--- config.mk ---
export PLATFORM = sky130hd
export DESIGN_NAME = bit_count_ctrl_flat
export DESIGN_NICKNAME = d
export VERILOG_FILES = /design/src/rtl/bit_count_pkg.sv /design/src/rtl/bit_count_ctrl_if.sv /design/src/rtl/bit_count_dp.sv /design/src/rtl/bit_count_ctrl.sv /design/src/flat_wrapper.sv
export SDC_FILE = /design/constraint.sdc
export NUM_CORES = 1
export LEC_CHECK = 0
export ABC_AREA = 1
export CAP_MARGIN = 20
export CORE_AREA = 2 2 39 41
export CTS_CLUSTER_DIAMETER = 100
export DETAILED_ROUTE_END_ITERATION = 10
export DIE_AREA = 0 0 41 43
export PLACE_DENSITY_LB_ADDON = 0.1
export SLEW_MARGIN = 20
export SYNTH_ARGS = -nofsm -noshare
export SYNTH_HDL_FRONTEND = slang
export SYNTH_SLANG_ARGS = --single-unit
export TNS_END_PERCENT = 5
--- constraint.sdc ---
create_clock -name Clk -period 1.93 [get_ports Clk]
set_input_delay 0.4825 -clock Clk [delete_from_list [all_inputs] [get_ports Clk]]
set_output_delay 0.4825 -clock Clk [all_outputs]
set_load 0.02 [all_outputs]
--- src/rtl/bit_count_pkg.sv ---
// Shared types and helpers for the bit-count controller and its datapath.
package bit_count_pkg;

  typedef enum logic [1:0] {
    S_IDLE  = 2'd0,
    S_COUNT = 2'd1,
    S_DONE  = 2'd2
  } state_e;

  // Count width able to hold the value n itself.
  function automatic int unsigned cw_of(input int unsigned n);
    return $clog2(n + 1);
  endfunction

endpackage

--- src/rtl/bit_count_ctrl_if.sv ---
// User-facing start/data/result/status bundle of the bit-count controller.
interface bit_count_ctrl_if
  import bit_count_pkg::*;
#(
  parameter int unsigned N  = 4,
  parameter int unsigned CW = cw_of(N)
);

  logic          s;
  logic [N-1:0]  Data;
  logic [CW-1:0] B;
  logic          Done;
  logic          Busy;

  modport master (output s, output Data, input B, input Done, input Busy);
  modport slave  (input s, input Data, output B, output Done, output Busy);

endinterface

--- src/rtl/bit_count_dp.sv ---
// Shift-register/counter datapath: A shifts right toward A[0], B counts ones.
module bit_count_dp #(
  parameter int unsigned N  = 4,
  parameter int unsigned CW = 3
) (
  input  logic          Clk,
  input  logic          Resetn,
  input  logic          LA,
  input  logic          EA,
  input  logic          LB,
  input  logic          EB,
  input  logic [N-1:0]  Data,
  output logic          a0,
  output logic          z,
  output logic [CW-1:0] B
);

  logic [N-1:0]  a_q;
  logic [CW-1:0] b_q;

  // Load wins over shift.
  always_ff @(posedge Clk or negedge Resetn) begin
    if (!Resetn) begin
      a_q <= '0;
    end else if (LA) begin
      a_q <= Data;
    end else if (EA) begin
      a_q <= a_q >> 1;
    end
  end

  // Clear wins over increment.
  always_ff @(posedge Clk or negedge Resetn) begin
    if (!Resetn) begin
      b_q <= '0;
    end else if (LB) begin
      b_q <= '0;
    end else if (EB) begin
      b_q <= b_q + CW'(1);
    end
  end

  assign a0 = a_q[0];
  assign z  = (a_q == '0);
  assign B  = b_q;

endmodule

--- src/rtl/bit_count_ctrl.sv ---
// Bit-count sequencer: accepts a word on start, steps the datapath until A
// is empty, then holds the ones count with Done until start drops.
module bit_count_ctrl
  import bit_count_pkg::*;
#(
  parameter int unsigned N  = 4,
  parameter int unsigned CW = cw_of(N)
) (
  input logic             Clk,
  input logic             Resetn,
  bit_count_ctrl_if.slave bus
);

  state_e        state_q;
  state_e        state_n;
  logic          la;
  logic          ea;
  logic          lb;
  logic          eb;
  logic          a0;
  logic          z;
  logic          done_q;
  logic          busy_q;
  logic [CW-1:0] b;

  // Next-state and strobe decode.
  always_comb begin
    state_n = state_q;
    la      = 1'b0;
    ea      = 1'b0;
    lb      = 1'b0;
    eb      = 1'b0;
    case (state_q)
      S_IDLE: begin
        lb = 1'b1;
        if (bus.s) begin
          la      = 1'b1;
          state_n = S_COUNT;
        end
      end
      S_COUNT: begin
        if (z) begin
          state_n = S_DONE;
        end else begin
          ea = 1'b1;
          eb = a0;
        end
      end
      S_DONE: begin
        if (!bus.s) state_n = S_IDLE;
      end
      default: state_n = S_IDLE;
    endcase
  end

  // Status flops track the state they decode, so they change on the same edge.
  always_ff @(posedge Clk or negedge Resetn) begin
    if (!Resetn) begin
      state_q <= S_IDLE;
      busy_q  <= 1'b0;
      done_q  <= 1'b0;
    end else begin
      state_q <= state_n;
      busy_q  <= (state_n == S_COUNT);
      done_q  <= (state_n == S_DONE);
    end
  end

  bit_count_dp #(
    .N  (N),
    .CW (CW)
  ) u_dp (
    .Clk    (Clk),
    .Resetn (Resetn),
    .LA     (la),
    .EA     (ea),
    .LB     (lb),
    .EB     (eb),
    .Data   (bus.Data),
    .a0     (a0),
    .z      (z),
    .B      (b)
  );

  assign bus.B    = b;
  assign bus.Done = done_q;
  assign bus.Busy = busy_q;

endmodule

--- src/flat_wrapper.sv ---
// flat-port wrapper written by rule: the top's interface ports become plain ports
module bit_count_ctrl_flat import bit_count_pkg::*;
#(
  parameter int unsigned N  = 4,
  parameter int unsigned CW = cw_of(N)
)
  (Clk, Resetn, bus_s, bus_Data, bus_B, bus_Done, bus_Busy);
  bit_count_ctrl_if #(.N(N), .CW(CW)) bus_i ();
  input logic Clk;
  input logic Resetn;
  input wire logic [$bits(bus_i.s)-1:0] bus_s;
  input wire logic [$bits(bus_i.Data)-1:0] bus_Data;
  output wire logic [$bits(bus_i.B)-1:0] bus_B;
  output wire logic [$bits(bus_i.Done)-1:0] bus_Done;
  output wire logic [$bits(bus_i.Busy)-1:0] bus_Busy;
  assign bus_i.s = bus_s;
  assign bus_i.Data = bus_Data;
  assign bus_B = bus_i.B;
  assign bus_Done = bus_i.Done;
  assign bus_Busy = bus_i.Busy;
  bit_count_ctrl #(.N(N), .CW(CW)) u_core (.Clk(Clk), .Resetn(Resetn), .bus(bus_i));
endmodule
==> summary.md, run 1 <==
| Metric | Value |
|---|---|
| Cells after Synth | 60 |
| Pwr/cell area | 1530 nW/um2 |
| Initial drt markers | 4 |
| Initial antenna violation count | 0 |
| DRC | 0 |
| Worst-skew pair later-pin latency | between 0.2 and 0.3 ns |
| Final setup vio count | 0 |
| Area delta synth->final | 29.3% |
| Clock Skews | between 0.002 and 0.0025 ns |
| Fin Hold WS | ~0.51 ns |
| Yosys reg bits | 11 |
| CP endpoint kind | primary output |
| Fin nets | 84 |
| Core Rows | 14 |
| Sequential element share of the synthesized area | around 52% |
| Clock transition at the registers of the reported paths | 0.07 ns |
| Final worst path period share | 91.1% |
| Hold-fix buffers, CTS | 0 |
| First-pass DRT Iterations | 3 |
| CP Launch Type | flop |
| Die span in y | 43 um |
| Routed vias/inst | 4.70 |
| CP max stage delay | roughly 0.62 ns |
| Clock sinks | 11 |
| Worst-Margin Slew | roughly 0.50 ns |
| Largest net degree at the start of global routing | 12 |
| Outcome | completed |
| Die area | ~1800 um2 |
| Worst min path class | flop to flop |
| Post-DR wirelength/cell | around 10 um |
| Gr usage total | between 10% and 20% |
| Diodes inserted | 0 |
| Critical setup path kind | flop to primary output |
| Number of global-route vias before repair | 404 |
| Gpl congestion | 0.711 |
| WP buf/inv | 1 |
| Maxcap violations | 0 |
| H-tree depth | 1 |
| Leakage | around 0.36 nW |
| Distinct cells, synth | 13 |
| Most frequent cells in the layout | nand2_1 (22), clkdlybuf4s50_1 (11), dfrtp_1 (11) |
| Syn nets | between 60 and 70 |
| Max rail drop VDD | ~0.56 mV |
| Rel. slew slack | around two thirds |
| Worst EP arrival | 1.28 ns |
| Global-route wire length before repair | around 1.7 mm |
| RSZ-0062 raised after global routing | no |
| Critical path's top delay family | buffers and inverters |
| Slew Viols, Final | 0 |
| Setup Fix Bufs, Post-CTS | 0 |
| Hold_sp | u_core.u_dp.B[1] |
| Clk buf depth | 2 |
| Final hold viol count | 0 |
| Worst-path maximum fanout | 4 |
| Top-level port count | 12 |
| Initial Util | between 30% and 40% |
| CTS resizes | 0 |
| WP data required | around 1.5 ns |
| Clock buffer count from CTS | 3 |
| IO buf count | 11 |
| Die Wd | between 40 and 50 um |
| Slowest cell on crit path | clkdlybuf4s50_1 |
| Routed Antenna Nets | 0 |
| CTS tree | done |
| Crit path launch | u_core.u_dp.B[0] |
| Total Wirelength | 945 um |
| Mapped Area | approximately 530 um2 |
| Filler cells | roughly 150 |
| Total gr overflow | 0 |
| Reg2reg start | u_core.state_q[0] |
| Crit path cell chain | clkdlybuf4s50_1 |
| Share of cells above drive strength 1 | approximately 15% |
| Dpl hpwl | around 750 um |
| FMAX | between 500 and 600 MHz |
| Vias | between 400 and 500 |
| Core area | roughly 1400 um2 |
| Setup TNS | 0 ns |
| Most common cell after layout, fill and taps aside | nand2_1 |
| Syn avg cell area | 8.88 um2 |
| YS warnings | 0 |
| Tmin final | approximately 1.8 ns |
| Root Buffer | clkbuf_4 |
## final cells by class
type / count / area [um2] / area share (%)
clock buffers: 4 / 26.3 / 3.81
inverters: 4 / 15.0 / 2.18
multi-input cells: 45 / 243 / 35.2
flip-flops and latches: 11 / 275 / 39.9
well taps: 16 / 20.0 / 2.90
repair buffers: 11 / 110 / 16.0
## state kept, by name (all words and copies together) (netlist names)
name	cells
u_core.u_dp.B	3
u_core.u_dp.a_q	4
u_core.bus.Busy	1
u_core.bus.Done	1
u_core.state_q	2
## kinds of logic (layout without fill, tap and decap cells)
family | Yosys count | after routing | share of synthesized area, %
DFF | 11 | 11 | 51.6
xor gates and xnor gates | 1 | 1 | 1.64
and+or+nand+nor | 39 | 39 | 36.6
adders and majority gates | 1 | 1 | 2.35
buffers and inverters | 4 | 19 | 2.82
AOI/OAI and AO/OA | 4 | 4 | 4.93
## where the power goes
part / switching, W / internal [W]
combinational: 0.000300 / 0.000197
sequential: 0.0000826 / 0.000320
clock: 0.0000731 / 0.0000799
total: 0.000455 / 0.000596
## Yosys cell counts
master,number,area share [%]
inv_1,2,1.4
o21ai_0,2,1.9
nor2_4,1,2.1
nand2_4,4,8.5
xor2_1,1,1.6
nand2_1,22,15
nor2_1,3,2.1
o31ai_1,1,1.4
o21ai_2,1,1.6
inv_2,2,1.4
nand3_1,9,8.5
ha_1,1,2.3
dfrtp_1,11,52
## per-layer routing
layer  share of wire (%)  GRT usage [%]
met2                  48           21.3
met1                  47           18.7
met5                   0              0
met4                 1.6           12.0
met3                 4.0           4.71
## through the flow
stage / area [um2] / setup WS, ns / power (W) / std cells / utilization [%]
5_1_grt: 689 / 0.0840 / 0.00116 / 91 / 49.8
3_3_place_gp: 663 / 0.381 / 0.000909 / 87 / 47.9
6_report: 689 / 0.172 / 0.00105 / 91 / 49.8
3_5_place_dp: 663 / 0.350 / 0.000912 / 87 / 47.9
4_1_cts: 689 / 0.153 / 0.00107 / 91 / 49.8
2_1_floorplan: 533 / 0.874 / 0.000762 / 60 / -
## worst reg2reg max path: stages, from the launching register on
cell and delay (ns):
dfrtp_1 0.45, nor2_4 0.18, nand2_4 0.11, nand2_1 0.07
nand2_1 0.05, nand2_1 0.06, nand2_1 0.04
## final timing paths
check	to	depth (start not counted)	slack [ns]
min in group asynchronous	u_core.u_dp.a_q[3]	1	0.55
worst min-delay path	u_core.u_dp.B[1]	2	0.51
max in group asynchronous	u_core.u_dp.a_q[2]	1	1.04
worst max register to register	u_core.u_dp.a_q[2]	6	0.86
worst min register to register	u_core.u_dp.B[1]	2	0.51
worst max-delay path	bus_B[0]	1	0.17
No activity file was read; power rests on OpenSTA's default activity.
==> run 2, diff against run 1 <==
--- a/config.mk
+++ b/config.mk
@@ -5,13 +5,14 @@
 export SDC_FILE = /design/constraint.sdc
 export NUM_CORES = 1
 export LEC_CHECK = 0
-export ABC_AREA = 1
+export ABC_AREA = 0
 export CAP_MARGIN = 20
 export CORE_AREA = 2 2 39 41
 export CTS_CLUSTER_DIAMETER = 100
 export DETAILED_ROUTE_END_ITERATION = 10
 export DIE_AREA = 0 0 41 43
 export PLACE_DENSITY_LB_ADDON = 0.1
+export RECOVER_POWER = 100
 export SLEW_MARGIN = 20
 export SYNTH_ARGS = -nofsm -noshare
 export SYNTH_HDL_FRONTEND = slang
==> summary.md, run 2 <==
| Metric | Value |
|---|---|
| Outcome | completed (unchanged) |
| Distinct cells, synth | 24 (was 13) |
| CP endpoint kind | primary output (unchanged) |
| R2R Path End | u_core.u_dp.a_q[3] (was u_core.u_dp.a_q[2]) |
| Reg2reg start | u_core.state_q[0] (unchanged) |
| Worst EP arrival | 1.35 ns (was 1.28 ns) |
| Die area | 1760 um2 (unchanged) |
| Diodes inserted | 0 (unchanged) |
| Share of cells above drive strength 1 | 15.9% (was 14.7%) |
| RSZ-0062 raised after global routing | no (unchanged) |
| Routed vias/inst | 5.51 (was 4.70) |
| Critical path depth | 1 (unchanged) |
| Most flop-heavy register | u_core.u_dp.a_q (unchanged) |
| Die Wd | 41 um (unchanged) |
| Combinational cell fraction of total power | 42.6% (was 47.2%) |
| Clock power share | 14.1% (was 14.5%) |
| Worst r2r path cells | 2 (was 6) |
| Filler cells | 137 (was 148) |
| IO buf count | 11 (unchanged) |
| Final hold viol count | 0 (unchanged) |
| Post-synth ARST share | 100% (unchanged) |
| Synth area leaders | dfrtp_1 (47%), nor4b_2 (5.2%), a211oi_2 (4.3%), buf_6 (3.9%), nand2_1 (3.9%) (was dfrtp_1 (52%), nand2_1 (15%), nand3_1 (8.5%), nand2_4 (8.5%), ha_1 (2.3%)) |
| Commonest cells post-synth | dfrtp_1 (11), nand2_1 (6), nor2_1 (5) (was nand2_1 (22), dfrtp_1 (11), nand3_1 (9)) |
| Setup Fix Bufs, Post-CTS | 0 (unchanged) |
| Die span in y | 43 um (unchanged) |
| Crit path launch | u_core.u_dp.B[2] (was u_core.u_dp.B[0]) |
| Vias | 435 (was 428) |
| Global-route wire length before repair | 1.71 mm (was 1.70 mm) |
| CTS tree | done (unchanged) |
| Final worst path period share | 94.7% (was 91.1%) |
| H-tree depth | 1 (unchanged) |
| Max reg flops | 4 (unchanged) |
| Pwr/cell area | 1620 nW/um2 (was 1530 nW/um2) |
| Number of global-route vias before repair | 410 (was 404) |
| WP data required | 1.45 ns (about the same) |
| Initial antenna violation count | 0 (unchanged) |
| Most common cell after layout, fill and taps aside | dfrtp_1 (was nand2_1) |
| Initial drt markers | 3 (was 4) |
| Area leader, netlist | dfrtp_1 (unchanged) |
| Seq pwr share | 43.3% (was 38.3%) |
| Worst-path maximum fanout | 4 (unchanged) |
| Tmin final | 1.83 ns (was 1.76 ns) |
| Crit path cell chain | dlygate4sd3_1 (was clkdlybuf4s50_1) |
| Clock transition at the registers of the reported paths | 0.07 ns (about the same) |
| Top-level port count | 12 (unchanged) |
| Sequential element share of the synthesized area | 47.4% (was 51.6%) |
| Largest net degree at the start of global routing | 14 (was 12) |
| Most frequent cells in the layout | dfrtp_1 (11), nand2_1 (6), clkdlybuf4s50_1 (6) (was nand2_1 (22), clkdlybuf4s50_1 (11), dfrtp_1 (11)) |
| Clk buf depth | 2 (unchanged) |
| Max rail drop VDD | 0.621 mV (was 0.563 mV) |
| Core Rows | 14 (unchanged) |
| Routed Antenna Nets | 0 (unchanged) |
| CP max stage delay | 0.68 ns (was 0.62 ns) |
| Critical path's top delay family | buffers and inverters (unchanged) |
| Leakage | 0.289 nW (was 0.360 nW) |
| DRC | 0 (unchanged) |
| Initial Util | 42.0% (was 38.5%) |
| Maxcap violations | 0 (unchanged) |
| Rel. slew slack | 63.9% (was 66.8%) |
| CP Launch Type | flop (unchanged) |
| Worst min path class | flop to flop (unchanged) |
| Worst-Margin Slew | 0.542 ns (was 0.497 ns) |
| Area delta synth->final | 20.3% (was 29.3%) |
| Clock sinks | 11 (unchanged) |
| Hold-fix buffers, CTS | 0 (unchanged) |
| Syn nets | 58 (was 68) |
| FF+latch area | 275 um2 (unchanged) |
| Yosys reg bits | 11 (unchanged) |
| Fin util | 50.5% (was 49.8%) |
| Syn avg cell area | 11.6 um2 (was 8.88 um2) |
| CP endpoint | bus_B[2] (was bus_B[0]) |
| Core area | 1380 um2 (unchanged) |
| Cells after Synth | 50 (was 60) |
| Final setup vio count | 0 (unchanged) |
| Slew Viols, Final | 0 (unchanged) |
| First-pass DRT Iterations | 2 (was 3) |
| Slowest cell on crit path | dlygate4sd3_1 (was clkdlybuf4s50_1) |
| Gr usage total | 14.5% (was 15.3%) |
| NetSw | 0.000464 W (was 0.000455 W) |
| Post-synth top area share | 47.4% (was 51.6%) |
| Most numerous cell in the Yosys netlist | dfrtp_1 (was nand2_1) |
| CTS resizes | 0 (unchanged) |
| Worst-skew pair later-pin latency | 0.27 ns (was 0.26 ns) |
| Dpl hpwl | 692 um (was 749 um) |
| Multi-input logic area | 263 um2 (was 243 um2) |
| Critical setup path kind | flop to primary output (unchanged) |
| Setup TNS | 0 ns (unchanged) |
| Mapped Area | 581 um2 (was 533 um2) |
| Post-synth EDFFs | 0 (unchanged) |
| Post-DR wirelength/cell | 12.6 um (was 10.4 um) |
| WP buf/inv | 1 (unchanged) |
| Sw frac | 41.0% (was 43.3%) |
| Clock Skews | 0.000925 ns (was 0.00225 ns) |
| Total gr overflow | 0 (unchanged) |
| FMAX | 547 MHz (was 569 MHz) |
| Fin nets | 72 (was 84) |
| Setup slack, reg-to-reg | 0.61 ns (was 0.86 ns) |
| Root Buffer | clkbuf_4 (unchanged) |
| Clock buffer count from CTS | 3 (unchanged) |
| Ys flop type | dfrtp_1 (unchanged) |
| Int Power | 0.000667 W (was 0.000596 W) |
| Total Wirelength | 999 um (was 945 um) |
| Gpl congestion | 0.769 (was 0.711) |
| YS warnings | 0 (unchanged) |
run 2: cell count changes in the layout (fill, tap and decap cells not counted), moves of 2 or more:
cell / before / now
and2b_1: 0 / 2
nor2_1: 3 / 5
nand2_1: 22 / 6
clkdlybuf4s50_1: 11 / 6
nor4b_2: 0 / 2
inv_2: 2 / 0
nand2_4: 4 / 1
a21oi_1: 0 / 2
dlygate4sd3_1: 0 / 5
nand3_1: 9 / 1
run 2: metrics by stage:
stage	cells	hold slack (ns)	instance area, um2	worst slack, ns	power (W)
final	79	0.556	698	0.102	0.00113
after global routing	79	0.584	698	0.0677	0.00122
after CTS	79	0.555	714	0.127	0.00121
after detailed placement	75	0.539	688	0.346	0.00104
after global placement	75	0.540	688	0.374	0.00105
after floorplan	50	0.187	581	0.855	0.000905
run 2: metal layers:
metal | global-route usage, % | vias to the layer above | part of all wire [%]
met2 | 19.4 | 12 | 47
met4 | 10.0 | 0 | 3.3
li1 | - | 206 | -
met5 | 0 | - | 0
met3 | 3.14 | 5 | 4.5
met1 | 20.1 | 212 | 45
run 2: layout make-up:
cell class,instances,area share (%)
Sequential cell,11,39.4
Multi-Input combinational cell,36,37.6
Timing Repair Buffer,11,15.8
Clock buffer,4,3.76
Tap cell,16,2.87
Inverter,1,0.538
run 2: logic make-up after synthesis:
| family | Yosys count | synth area share, % |
|---|---|---|
| flops | 11 | 47.4 |
| buf+inv | 3 | 4.52 |
| compound gates | 14 | 20.5 |
| mux | 1 | 2.59 |
| fa+ha+maj | 1 | 2.15 |
| simple gates | 20 | 22.8 |
run 2: power groups by stage:
stage | logic, W | clock network (W) | registers (W)
after floorplan | 0.000424 | 0 | 0.000480
after global placement | 0.000542 | 0 | 0.000507
after detailed placement | 0.000541 | 0 | 0.000503
after CTS | 0.000546 | 0.000164 | 0.000499
after global routing | 0.000540 | 0.000173 | 0.000512
final | 0.000482 | 0.000160 | 0.000489
run 2: worst reg2reg max path: stages (launching register included):
cell and delay (ns):
dfrtp_1 0.69, and2b_1 0.26, a32o_1 0.26
run 2: worst min-delay path by stage:
stage	slack (ns)	end	start	cells after the start
3_3_place_gp	0.54	u_core.u_dp.a_q[3]	u_core.u_dp.a_q[3]	1
3_5_place_dp	0.54	u_core.u_dp.a_q[1]	u_core.u_dp.a_q[1]	1
6_report	0.56	u_core.u_dp.a_q[1]	u_core.u_dp.a_q[1]	1
2_1_floorplan	0.19	u_core.bus.Busy	Resetn	0
5_1_grt	0.58	u_core.u_dp.a_q[1]	u_core.u_dp.a_q[1]	1
4_1_cts	0.55	u_core.u_dp.a_q[1]	u_core.u_dp.a_q[1]	1
==> run 3, diff against run 2 <==
--- a/config.mk
+++ b/config.mk
@@ -7,10 +7,10 @@
 export LEC_CHECK = 0
 export ABC_AREA = 0
 export CAP_MARGIN = 20
-export CORE_AREA = 2 2 39 41
+export CORE_AREA = 3 3 40 42
 export CTS_CLUSTER_DIAMETER = 100
 export DETAILED_ROUTE_END_ITERATION = 10
-export DIE_AREA = 0 0 41 43
+export DIE_AREA = 0 0 43 45
 export PLACE_DENSITY_LB_ADDON = 0.1
 export RECOVER_POWER = 100
 export SLEW_MARGIN = 20
==> constraint.sdc (replaced) <==
create_clock -name Clk -period 1.93 [get_ports Clk]
set_input_delay 0.386 -clock Clk [delete_from_list [all_inputs] [get_ports Clk]]
set_output_delay 0.386 -clock Clk [all_outputs]
set_load 0.02 [all_outputs]
==> summary.md, run 3 (synthesized netlist as in run 2, its figures left out) <==
| Metric | Value |
|---|---|
| Outcome | completed (unchanged) |
| Most common cell after layout, fill and taps aside | dfrtp_1 (unchanged) |
| Int Power | 0.000660 W (was 0.000667 W) |
| Die area | 1940 um2 (was 1760 um2) |
| Multi-input logic area | 259 um2 (was 263 um2) |
| CP Launch Type | flop (unchanged) |
| CP max stage delay | 0.69 ns (was 0.68 ns) |
| Seq pwr share | 43.4% (was 43.3%) |
| Crit path cell chain | dlygate4sd3_1 (unchanged) |
| Slowest cell on crit path | dlygate4sd3_1 (unchanged) |
| H-tree depth | 1 (unchanged) |
| Core Rows | 13 (was 14) |
| Top-level port count | 12 (unchanged) |
| FMAX | 567 MHz (was 547 MHz) |
| Worst EP arrival | 1.38 ns (was 1.35 ns) |
| RSZ-0062 raised after global routing | no (unchanged) |
| Vias | 431 (was 435) |
| Rel. slew slack | 65.8% (was 63.9%) |
| NetSw | 0.000458 W (was 0.000464 W) |
| WP data required | 1.54 ns (was 1.45 ns) |
| Total gr overflow | 0 (unchanged) |
| Post-DR wirelength/cell | 13.2 um (was 12.6 um) |
| Worst-path maximum fanout | 5 (was 4) |
| Clock buffer count from CTS | 3 (unchanged) |
| Core area | 1280 um2 (was 1380 um2) |
| Clock power share | 14.2% (was 14.1%) |
| Leakage | 0.288 nW (was 0.289 nW) |
| First-pass DRT Iterations | 4 (was 2) |
| Setup Fix Bufs, Post-CTS | 0 (unchanged) |
| Global-route wire length before repair | 1.70 mm (was 1.71 mm) |
| CP endpoint kind | primary output (unchanged) |
| Most frequent cells in the layout | dfrtp_1 (11), nand2_1 (6), dlygate4sd3_1 (6) (was dfrtp_1 (11), nand2_1 (6), clkdlybuf4s50_1 (6)) |
| FF+latch area | 275 um2 (unchanged) |
| Slew Viols, Final | 0 (unchanged) |
| Routed Antenna Nets | 0 (unchanged) |
| Worst min path class | input pin to async pin (was flop to flop) |
| R2R Path End | u_core.u_dp.a_q[3] (unchanged) |
| Routed vias/inst | 5.53 (was 5.51) |
| Dpl hpwl | 739 um (was 692 um) |
| Gpl congestion | 0.733 (was 0.769) |
| Clock Skews | 0.000652 ns (was 0.000925 ns) |
| Initial antenna violation count | 0 (unchanged) |
| CTS tree | done (unchanged) |
| Final setup vio count | 0 (unchanged) |
| Worst r2r path cells | 3 (was 2) |
| Total Wirelength | 1.03 mm (was 999 um) |
| Max reg flops | 4 (unchanged) |
| Critical setup path kind | flop to primary output (unchanged) |
| IO buf count | 11 (unchanged) |
| Setup TNS | 0 ns (unchanged) |
| Tmin final | 1.77 ns (was 1.83 ns) |
| Clock sinks | 11 (unchanged) |
| Largest net degree at the start of global routing | 14 (unchanged) |
| Clock transition at the registers of the reported paths | 0.07 ns (about the same) |
| Area delta synth->final | 19.4% (was 20.3%) |
| DRC | 0 (unchanged) |
| Final hold viol count | 0 (unchanged) |
| Pwr/cell area | 1610 nW/um2 (was 1620 nW/um2) |
| Reg2reg start | u_core.state_q[1] (was u_core.state_q[0]) |
| Total chip power | 0.00112 W (was 0.00113 W) |
| Fin nets | 72 (unchanged) |
| Filler cells | 128 (was 137) |
| Diodes inserted | 0 (unchanged) |
| Gr usage total | 12.3% (was 14.5%) |
| Initial drt markers | 5 (was 3) |
| Max rail drop VDD | 0.774 mV (was 0.621 mV) |
| WP buf/inv | 1 (unchanged) |
| Root Buffer | clkbuf_4 (unchanged) |
| Worst-Margin Slew | 0.513 ns (was 0.542 ns) |
| Die Wd | 43 um (was 41 um) |
| Initial Util | 45.2% (was 42.0%) |
| Maxcap violations | 0 (unchanged) |
| Final worst path period share | 91.5% (was 94.7%) |
| Combinational cell fraction of total power | 42.4% (was 42.6%) |
| Die span in y | 45 um (was 43 um) |
| CTS resizes | 0 (unchanged) |
| Most flop-heavy register | u_core.u_dp.a_q (unchanged) |
| Sw frac | 41.0% (about the same) |
| Hold-fix buffers, CTS | 0 (unchanged) |
| Critical path's top delay family | buffers and inverters (unchanged) |
| Worst-skew pair later-pin latency | 0.27 ns (about the same) |
| Share of cells above drive strength 1 | 14.3% (was 15.9%) |
| Number of global-route vias before repair | 362 (was 410) |
| Setup slack, reg-to-reg | 0.64 ns (was 0.61 ns) |
| Critical path depth | 1 (unchanged) |
| Clk buf depth | 2 (unchanged) |
[run 3: worst max path at each step]
| stage | start | to | slack (ns) |
|---|---|---|---|
| 5_1_grt | u_core.u_dp.B[0] | bus_B[0] | 0.12 |
| 4_1_cts | u_core.u_dp.B[0] | bus_B[0] | 0.21 |
| 3_3_place_gp | bus_s | u_core.u_dp.a_q[1] | 0.48 |
| 2_1_floorplan | u_core.u_dp.B[0] | u_core.u_dp.B[0] | 0.86 |
| 3_5_place_dp | bus_s | u_core.u_dp.a_q[3] | 0.46 |
| 6_report | u_core.u_dp.B[0] | bus_B[0] | 0.16 |
[run 3: metal layers]
layer | share of wire (%) | vias up | global-route usage, %
met5 | 0 | - | 0
met4 | 2.2 | 0 | 7.23
met3 | 7.9 | 5 | 5.98
met2 | 43 | 13 | 17.1
met1 | 47 | 205 | 15.5
li1 | - | 208 | -
[run 3: power groups by stage]
stage               sequential [W]  combinational, W  clock (W)
floorplan                 0.000480          0.000424          0
global placement          0.000500          0.000550          0
detailed placement        0.000503          0.000550          0
CTS                       0.000499          0.000551   0.000163
global route              0.000508          0.000521   0.000173
finish                    0.000485          0.000474   0.000159
[run 3: layout make-up]
cell class	count	area share [%]
inverter	1	0.542
sequential	11	39.7
tap	15	2.71
multi-input combinational	36	37.4
clock buffer	4	3.79
timing repair buffer	11	15.9
[run 3: metrics by stage]
| step | utilization [%] | setup WS, ns | std cells | hold WS, ns | instance area (um2) |
|---|---|---|---|---|---|
| 3_5_place_dp | 53.5 | 0.457 | 74 | 0.541 | 687 |
| 3_3_place_gp | 53.5 | 0.483 | 74 | 0.537 | 687 |
| 6_report | 53.9 | 0.165 | 78 | 0.513 | 693 |
| 4_1_cts | 55.5 | 0.209 | 78 | 0.458 | 713 |
| 2_1_floorplan | - | 0.855 | 50 | 0.0904 | 581 |
| 5_1_grt | 53.9 | 0.119 | 78 | 0.546 | 693 |
